==> config.mk <==
export PLATFORM = sky130hd
export DESIGN_NAME = lif_neuron_param
export DESIGN_NICKNAME = d
export VERILOG_FILES = /design/src/rtl/lif_neuron_param.sv
export SDC_FILE = /design/constraint.sdc
export NUM_CORES = 1
export LEC_CHECK = 0
export ABC_AREA = 1
export CAP_MARGIN = 40
export CORE_UTILIZATION = 50
export DETAILED_ROUTE_END_ITERATION = 12
export PLACE_DENSITY_LB_ADDON = 0.1
export SLEW_MARGIN = 20
export SYNTH_ARGS = -nofsm -noshare
export SYNTH_HDL_FRONTEND = slang
export SYNTH_SLANG_ARGS = --single-unit
==> constraint.sdc <==
create_clock -name clk -period 8.3 [get_ports clk]
set_clock_uncertainty 0.05 [all_clocks]
set_input_delay 1.66 -clock clk [delete_from_list [all_inputs] [get_ports clk]]
set_output_delay 1.66 -clock clk [all_outputs]
set_load 0.01 [all_outputs]
==> src/rtl/lif_neuron_param.sv <==
// Parametrised leaky integrate-and-fire neuron: registered synaptic current stage feeding a
// membrane/refractory stage, with selectable post-fire reset and a saturating spike counter.
module lif_neuron_param #(
    parameter int M    = 8,
    parameter int WW   = 2,
    parameter int VW   = 6,
    parameter int CNTW = 8
) (
    input  logic              clk,
    input  logic              reset,
    input  logic              enable,
    input  logic [M-1:0]      input_spikes,
    input  logic [M*WW-1:0]   weights,
    input  logic [VW-1:0]     threshold,
    input  logic [VW-1:0]     decay,
    input  logic [VW-1:0]     refractory_period,
    input  logic              reset_mode,
    output logic [VW:0]       input_current_out,
    output logic [VW-1:0]     membrane_potential_out,
    output logic              refractory_active,
    output logic [CNTW-1:0]   spike_count,
    output logic              spike_out
);

    localparam int SW = WW + $clog2(M) + 1;
    // Accumulator is at least VW+2 wide so the saturation bounds are representable.
    localparam int XW = (SW > VW + 2) ? SW : VW + 2;

    logic signed [XW-1:0]   sum;
    logic signed [XW-1:0]   sat_max;
    logic signed [XW-1:0]   sat_min;
    logic signed [VW:0]     cur_sat;
    logic signed [VW:0]     cur_d, cur_q;
    logic [VW-1:0]          mem_d, mem_q;
    logic [VW-1:0]          refr_d, refr_q;
    logic [CNTW-1:0]        cnt_d, cnt_q;
    logic                   spike_d, spike_q;
    logic signed [VW+1:0]   v_next;
    logic [VW-1:0]          v_clamp;
    logic                   fire;

    always_comb begin
        sum = '0;
        for (int i = 0; i < M; i++) begin
            if (input_spikes[i]) begin
                sum = sum + {{(XW-WW){weights[i*WW+WW-1]}}, weights[i*WW +: WW]};
            end
        end
        sat_max = {{(XW-VW){1'b0}}, {VW{1'b1}}};
        sat_min = {{(XW-VW){1'b1}}, {VW{1'b0}}};
        if (sum > sat_max) begin
            cur_sat = {1'b0, {VW{1'b1}}};
        end else if (sum < sat_min) begin
            cur_sat = {1'b1, {VW{1'b0}}};
        end else begin
            cur_sat = sum[VW:0];
        end
    end

    always_comb begin
        v_next = {2'b00, mem_q} - {2'b00, decay} + {cur_q[VW], cur_q};
        if (v_next[VW+1]) begin
            v_clamp = '0;
        end else if (v_next[VW]) begin
            v_clamp = '1;
        end else begin
            v_clamp = v_next[VW-1:0];
        end
        fire = (v_clamp >= threshold);
    end

    always_comb begin
        cur_d   = cur_q;
        mem_d   = mem_q;
        refr_d  = refr_q;
        cnt_d   = cnt_q;
        spike_d = 1'b0;
        if (enable) begin
            cur_d = cur_sat;
            if (refr_q != '0) begin
                refr_d = refr_q - VW'(1);
                mem_d  = '0;
            end else if (fire) begin
                spike_d = 1'b1;
                refr_d  = refractory_period;
                if (cnt_q != '1) begin
                    cnt_d = cnt_q + CNTW'(1);
                end
                mem_d = reset_mode ? (v_clamp - threshold) : '0;
            end else begin
                mem_d = v_clamp;
            end
        end
    end

    always_ff @(posedge clk) begin
        if (reset) begin
            cur_q   <= '0;
            mem_q   <= '0;
            refr_q  <= '0;
            cnt_q   <= '0;
            spike_q <= 1'b0;
        end else begin
            cur_q   <= cur_d;
            mem_q   <= mem_d;
            refr_q  <= refr_d;
            cnt_q   <= cnt_d;
            spike_q <= spike_d;
        end
    end

    assign input_current_out      = cur_q;
    assign membrane_potential_out = mem_q;
    assign refractory_active      = (refr_q != '0);
    assign spike_count            = cnt_q;
    assign spike_out              = spike_q;

endmodule

==> impl_results.md, run 1 <==
* Critical Path Most Common Cell: nand2_2
* Clock Power Share at under 10%
* Pwr Density at roughly 310 nW/µm²
* Maximum clock rate at around 110 MHz
* Final setup fails at 7
* Final WL at 13.5 mm
* Count of input and output buffers at between 60 and 70
* CP Class: input port to register
* Yosys warns at 0
* FP Rows at 34
* Initial Util at approximately half
* Worst EP required at approximately 8.4 ns
* Clock latency on the worst-skew pair at 0.28 ns
* Max-cap violations at 0
* Fillers at 680
* Hpwl dp at roughly 10 mm
* Commonest non-fill, non-tap cell in the layout: nand2_1
* Crit-path max FO at 6
* Largest net degree at the start of global routing at 20
* Vias in the first global route at 5300
* Synthesized area at between 4000 and 5000 µm²
* CTS tree: done
* Gpl congestion at approximately 0.94
* Synth cell types at between 40 and 50
* Internal at about 1.0 mW
* Finished Cell Area at approximately 6700 µm²
* Final Critical Period at 8.71 ns
* Post-synthesis register bit count at 28
* Initial DRC Count at about 170
* Max Buffers Root-to-Sink at 2
* First-pass GRT wire length at ~23 mm
* Most frequent cells in the layout: 181 x nand2_1, 111 x buf_4, 102 x inv_1, 63 x clkdlybuf4s50_1, 49 x a21oi_1
* Clock transition at path regs at approximately 0.10 ns
* Synth Instances at 720
* Reg area at between 500 and 600 µm²
* Psw at around 1 mW
* Vias/cell at between 5 and 6
* Combinational Power Share at approximately 84%
* Type of destination of the critical path: register
* Clock Sinks at 28
* Final #Nets at a little over 1000
* Worst Tran Pin Value at roughly 0.85 ns
* Placed Area at 6060 µm²
* Final Hold Violating Endpoints at 0
* First-pass DRT Iterations at 5
* Final worst slack at -0.412 ns
* Number of synthesized flops with an enable pin at 0
* Total CTS buffers at 3
* # IOs at a little under 70
* Max incr delay on CP at 0.53 ns
* Status: finished, violations left
* Drt drc at 0
* Layout area overhead at 48.7%
* DR vias at around 5300
* Critical path data arrival time at roughly 8.8 ns
* Post-Syn Area per Cell at approximately 6.3 µm²
* CP Launch Type: input port
* Hold crit path type: register to register
* Sequential share of the synthesized area at about 12%
* Share of post-route cells with drive strength above 1 at about a quarter
* Core ar. at 8720 µm²
* Sw frac at 49.4%
* Static leakage at ~3.3 nW
* Syn_nets at 840
* Multi-input gate area at 3930 µm²
* Die footprint at around 9400 µm²
* Final worst-path cycle share at 105%
* Clk root buf: clkbuf_8
* Die height at between 90 and 100 µm
* Antenna viol nets, final at 0
* Gr usage total at between 20% and 30%
* H-tree depth at 1
* Grt ovf at 0
* Slew HR at between 40% and 50%
* Failing checks: setup timing
* Worst vdd ir at between 0.15 and 0.2 mV
* Initial antenna violation count at 0
* RSZ-0062 raised after global routing: true
* Post-synth ARST share at 0%
* DR WL/cell at between 10 and 15 µm
* Die X at approximately 97 µm
* Worst hold slack at 0.449 ns
* # diodes at 0
* Critical path's slowest cell: fa_2
* Slew Viols, Final at 0
* Top FF cell, synth: dfxtp_1
* Sequential Power Share at 10.3%
layer usage:
metal	routed length (µm)	GRT usage [%]
met1	5630	32.6
met2	6900	52.5
met3	587	3.32
met4	352	9.76
met5	0	0
cells by family after synthesis:
group                      synth area share (%)
xor gates and xnor gates                   5.82
adders and majority gates                  22.5
and+or+nand+nor                            31.0
DFF                                        12.4
AOI/OAI and AO/OA                          17.0
buffers and inverters                      11.3
final timing paths:
kind	start	to	slack, ns	cells after the start
min reg2reg	refr_q[1]$_SDFFE_PP0P_	refr_q[1]$_SDFFE_PP0P_	0.45	2
min	refr_q[1]$_SDFFE_PP0P_	refr_q[1]$_SDFFE_PP0P_	0.45	2
max	weights[0]	input_current_out[1]$_SDFFE_PP0P_	-0.41	52
max reg2reg	membrane_potential_out[2]$_SDFFE_PP0P_	spike_count[7]$_SDFFE_PP0P_	3.21	29
flip-flops by register name, summed over array words and instances (netlist names):
register                flops
refr_q                      6
spike_count                 8
input_current_out           7
membrane_potential_out      6
spike_out                   1
per-stage QoR:
step	util, %	worst slack [ns]	power (mW)	setup TNS (ns)	std cells
2_1_floorplan	-	-0.0422	1.26	-0.226	720
3_3_place_gp	69.5	-1.33	1.66	-9.09	972
3_5_place_dp	69.5	-1.56	1.72	-10.71	972
4_1_cts	74.9	-0.326	1.97	-2.15	995
5_1_grt	77.0	-0.840	2.28	-5.71	1004
6_report	77.0	-0.412	2.07	-2.82	1004
critical path: cells and delay by family:
kind                       cells  cell delay [ns]
AOI/OAI and AO/OA             10             1.68
xor gates and xnor gates       3             0.46
adders and majority gates      9             2.74
and+or+nand+nor               20             1.71
buffers and inverters         10             0.55
layout make-up:
class / instances / share of cell area (%)
Multi-Input combinational cell: 559 / 58.6
Timing Repair Buffer: 181 / 22.9
Sequential cell: 28 / 8.35
Inverter: 124 / 7.12
Tap cell: 108 / 2.01
Clock buffer: 3 / 0.615
Clock inverter: 1 / 0.447
what timing repair did:
item | in CTS | in global routing
resized for setup | 67 | 33
setup endpoints to repair | 7 | 7
buffers inserted | 19 | 9
cloned | 0 | 0
pin swaps | 58 | 34
hold buffers | 0 | 0
synthesized netlist by cell type (3+ instances only):
cell type  instances  area, µm²
inv_1            116        435
a21o_1             4       30.0
ha_1              62        776
and2_1             3       18.8
buf_2              3       15.0
o21ai_0           34        170
xnor2_1           16        140
clkbuf_1           5       18.8
nand3_1           51        255
nor2_1            30        113
o21ai_2            5       43.8
nand2_1          201        754
o21a_1             3       22.5
dfxtp_1           28        561
clkinv_1           3       11.3
o21ai_1            6       30.0
nor3_1             3       15.0
nor2_4             4       45.0
a31oi_1           10       62.6
nand2_2            3       18.8
a21oi_1           62        310
xor2_1            14        123
fa_1              12        240
nand4_1            8       50.1
or2_2              6       37.5
power by group through the flow:
stage	Sequential (mW)	Clock, mW	Combinational (mW)
3_3_place_gp	0.213	0	1.45
3_5_place_dp	0.215	0	1.50
4_1_cts	0.212	0.111	1.64
5_1_grt	0.217	0.118	1.95
2_1_floorplan	0.218	0	1.04
6_report	0.212	0.110	1.74
Power figures use the tool's default switching activity.
==> run 2: changes to the inputs <==
- SETUP_SLACK_MARGIN: not set -> 0.1
==> results of run 2 <==
Final layout, timing and power as in run 1 (identical DEF).
==> variant, RTL diff (flow settings as in run 1) <==
`M`: 8 -> 4.
--- a/src/rtl/lif_neuron_param.sv
+++ b/src/rtl/lif_neuron_param.sv
@@ -2,5 +2,5 @@
 // membrane/refractory stage, with selectable post-fire reset and a saturating spike counter.
 module lif_neuron_param #(
-    parameter int M    = 8,
+    parameter int M    = 4,
     parameter int WW   = 2,
     parameter int VW   = 6,
Interface: changed (resized input_spikes and weights); port bits go from 69 to 57. The function was not compared with the original's and may differ.
==> variant against run 1 <==
- synthesized area is 34% lower
- die area is 33% lower
- largest power group unchanged
- sequential cell count stayed put
- total power is 50% lower
- worst setup slack better by 2.8 ns
- design area is 45% lower
- wire length is 49% lower
- sequential power is 8% lower
==> variant: results <==
INSERT INTO impl_metrics (metric_group, metric, value, unit) VALUES
('run_status', 'status', 'finished clean', ''),
('global_routing', 'grt_pass1_vias', '2766', ''),
('yosys', 'syn-instance-count', '460', ''),
('route', 'initialDrtViolationCount', '106', ''),
('clock_network', 'total_setup_buffers_inserted_after_cts', '0', ''),
('yosys', 'seq_area_frac_synth', '0.187', ''),
('place', 'place.detailed.instances', '583', ''),
('place', 'dp_hpwl', '5.69', 'mm'),
('critical_path', 'timing.rr.start', 'membrane_potential_out[0]$_SDFFE_PP0P_', ''),
('yosys', 'synth.distinct_cells', '30', ''),
('critical_path', 'r2r_end', 'spike_count[0]$_SDFFE_PP0P_', ''),
('critical_path', 'crit_fanout', '10', ''),
('route', 'total_wirelength', '6.87', 'mm'),
('critical_path', 'worst-r2r-setup-slack', '3.86', 'ns'),
('yosys', 'synth.area.top_cells', 'sky130_fd_sc_hd__dfxtp_1, sky130_fd_sc_hd__nand2_1, sky130_fd_sc_hd__ha_1, sky130_fd_sc_hd__inv_1, sky130_fd_sc_hd__a21oi_1', ''),
('global_routing', 'grt_pass1_wl', '11.7', 'mm'),
('route', 'detail_route.first_pass.iterations', '4', ''),
('pwr', 'power.ir.vdd_worst', '0.000165', 'V'),
('yosys', 'ys_top_cells_by_count', 'sky130_fd_sc_hd__nand2_1, sky130_fd_sc_hd__inv_1, sky130_fd_sc_hd__a21oi_1', ''),
('place', 'portBuffers', '56', '');
## variant: kinds of logic after synthesis
logic type      Yosys count
compound gates           90
fa+ha+maj                43
xor+xnor                 20
simple gates            195
flops                    28
buf+inv                  84
## variant: metrics by stage
step | area [um2] | power, W | util | setup slack, ns
finish | 3680 | 0.00103 | 0.652 | 2.41
global route | 3680 | 0.00114 | 0.652 | 1.97
CTS | 3680 | 0.00103 | 0.652 | 2.45
detailed placement | 3620 | 0.000940 | 0.642 | 2.16
global placement | 3620 | 0.000925 | 0.642 | 2.26
floorplan | 2990 | 0.000751 | - | 2.99
## variant: worst min path at each step
stage	endpoint	cells past startpoint
4_1_cts	input_current_out[3]$_SDFFE_PP0P_	2
3_3_place_gp	refr_q[1]$_SDFFE_PP0P_	2
3_5_place_dp	input_current_out[3]$_SDFFE_PP0P_	2
5_1_grt	input_current_out[4]$_SDFFE_PP0P_	2
2_1_floorplan	refr_q[1]$_SDFFE_PP0P_	2
6_report	input_current_out[3]$_SDFFE_PP0P_	2
## variant: power breakdown
group / total [W] / switching (W) / internal, W
Clock: 0.0000866 / 0.0000440 / 0.0000426
Sequential: 0.000195 / 0.0000276 / 0.000167
Combinational: 0.000750 / 0.000448 / 0.000302
Total: 0.00103 / 0.000520 / 0.000511
## variant: final cells by class
cell class / count / area (um2)
fillers: 527 / 1960
multi-input cells: 348 / 2110
inverters: 79 / 299
repair buffers: 56 / 561
flip-flops and latches: 28 / 561
well taps: 72 / 90.1
clock buffers: 4 / 55.1
## variant: per-layer routing
metal  vias to the layer above  track usage  wire length, um
met5                         -            0                0
met3                         9       0.0333              246
met2                        54        0.410             3260
met4                         0       0.0491               77
met1                      1334        0.286             3280
li1                       1600            -                -
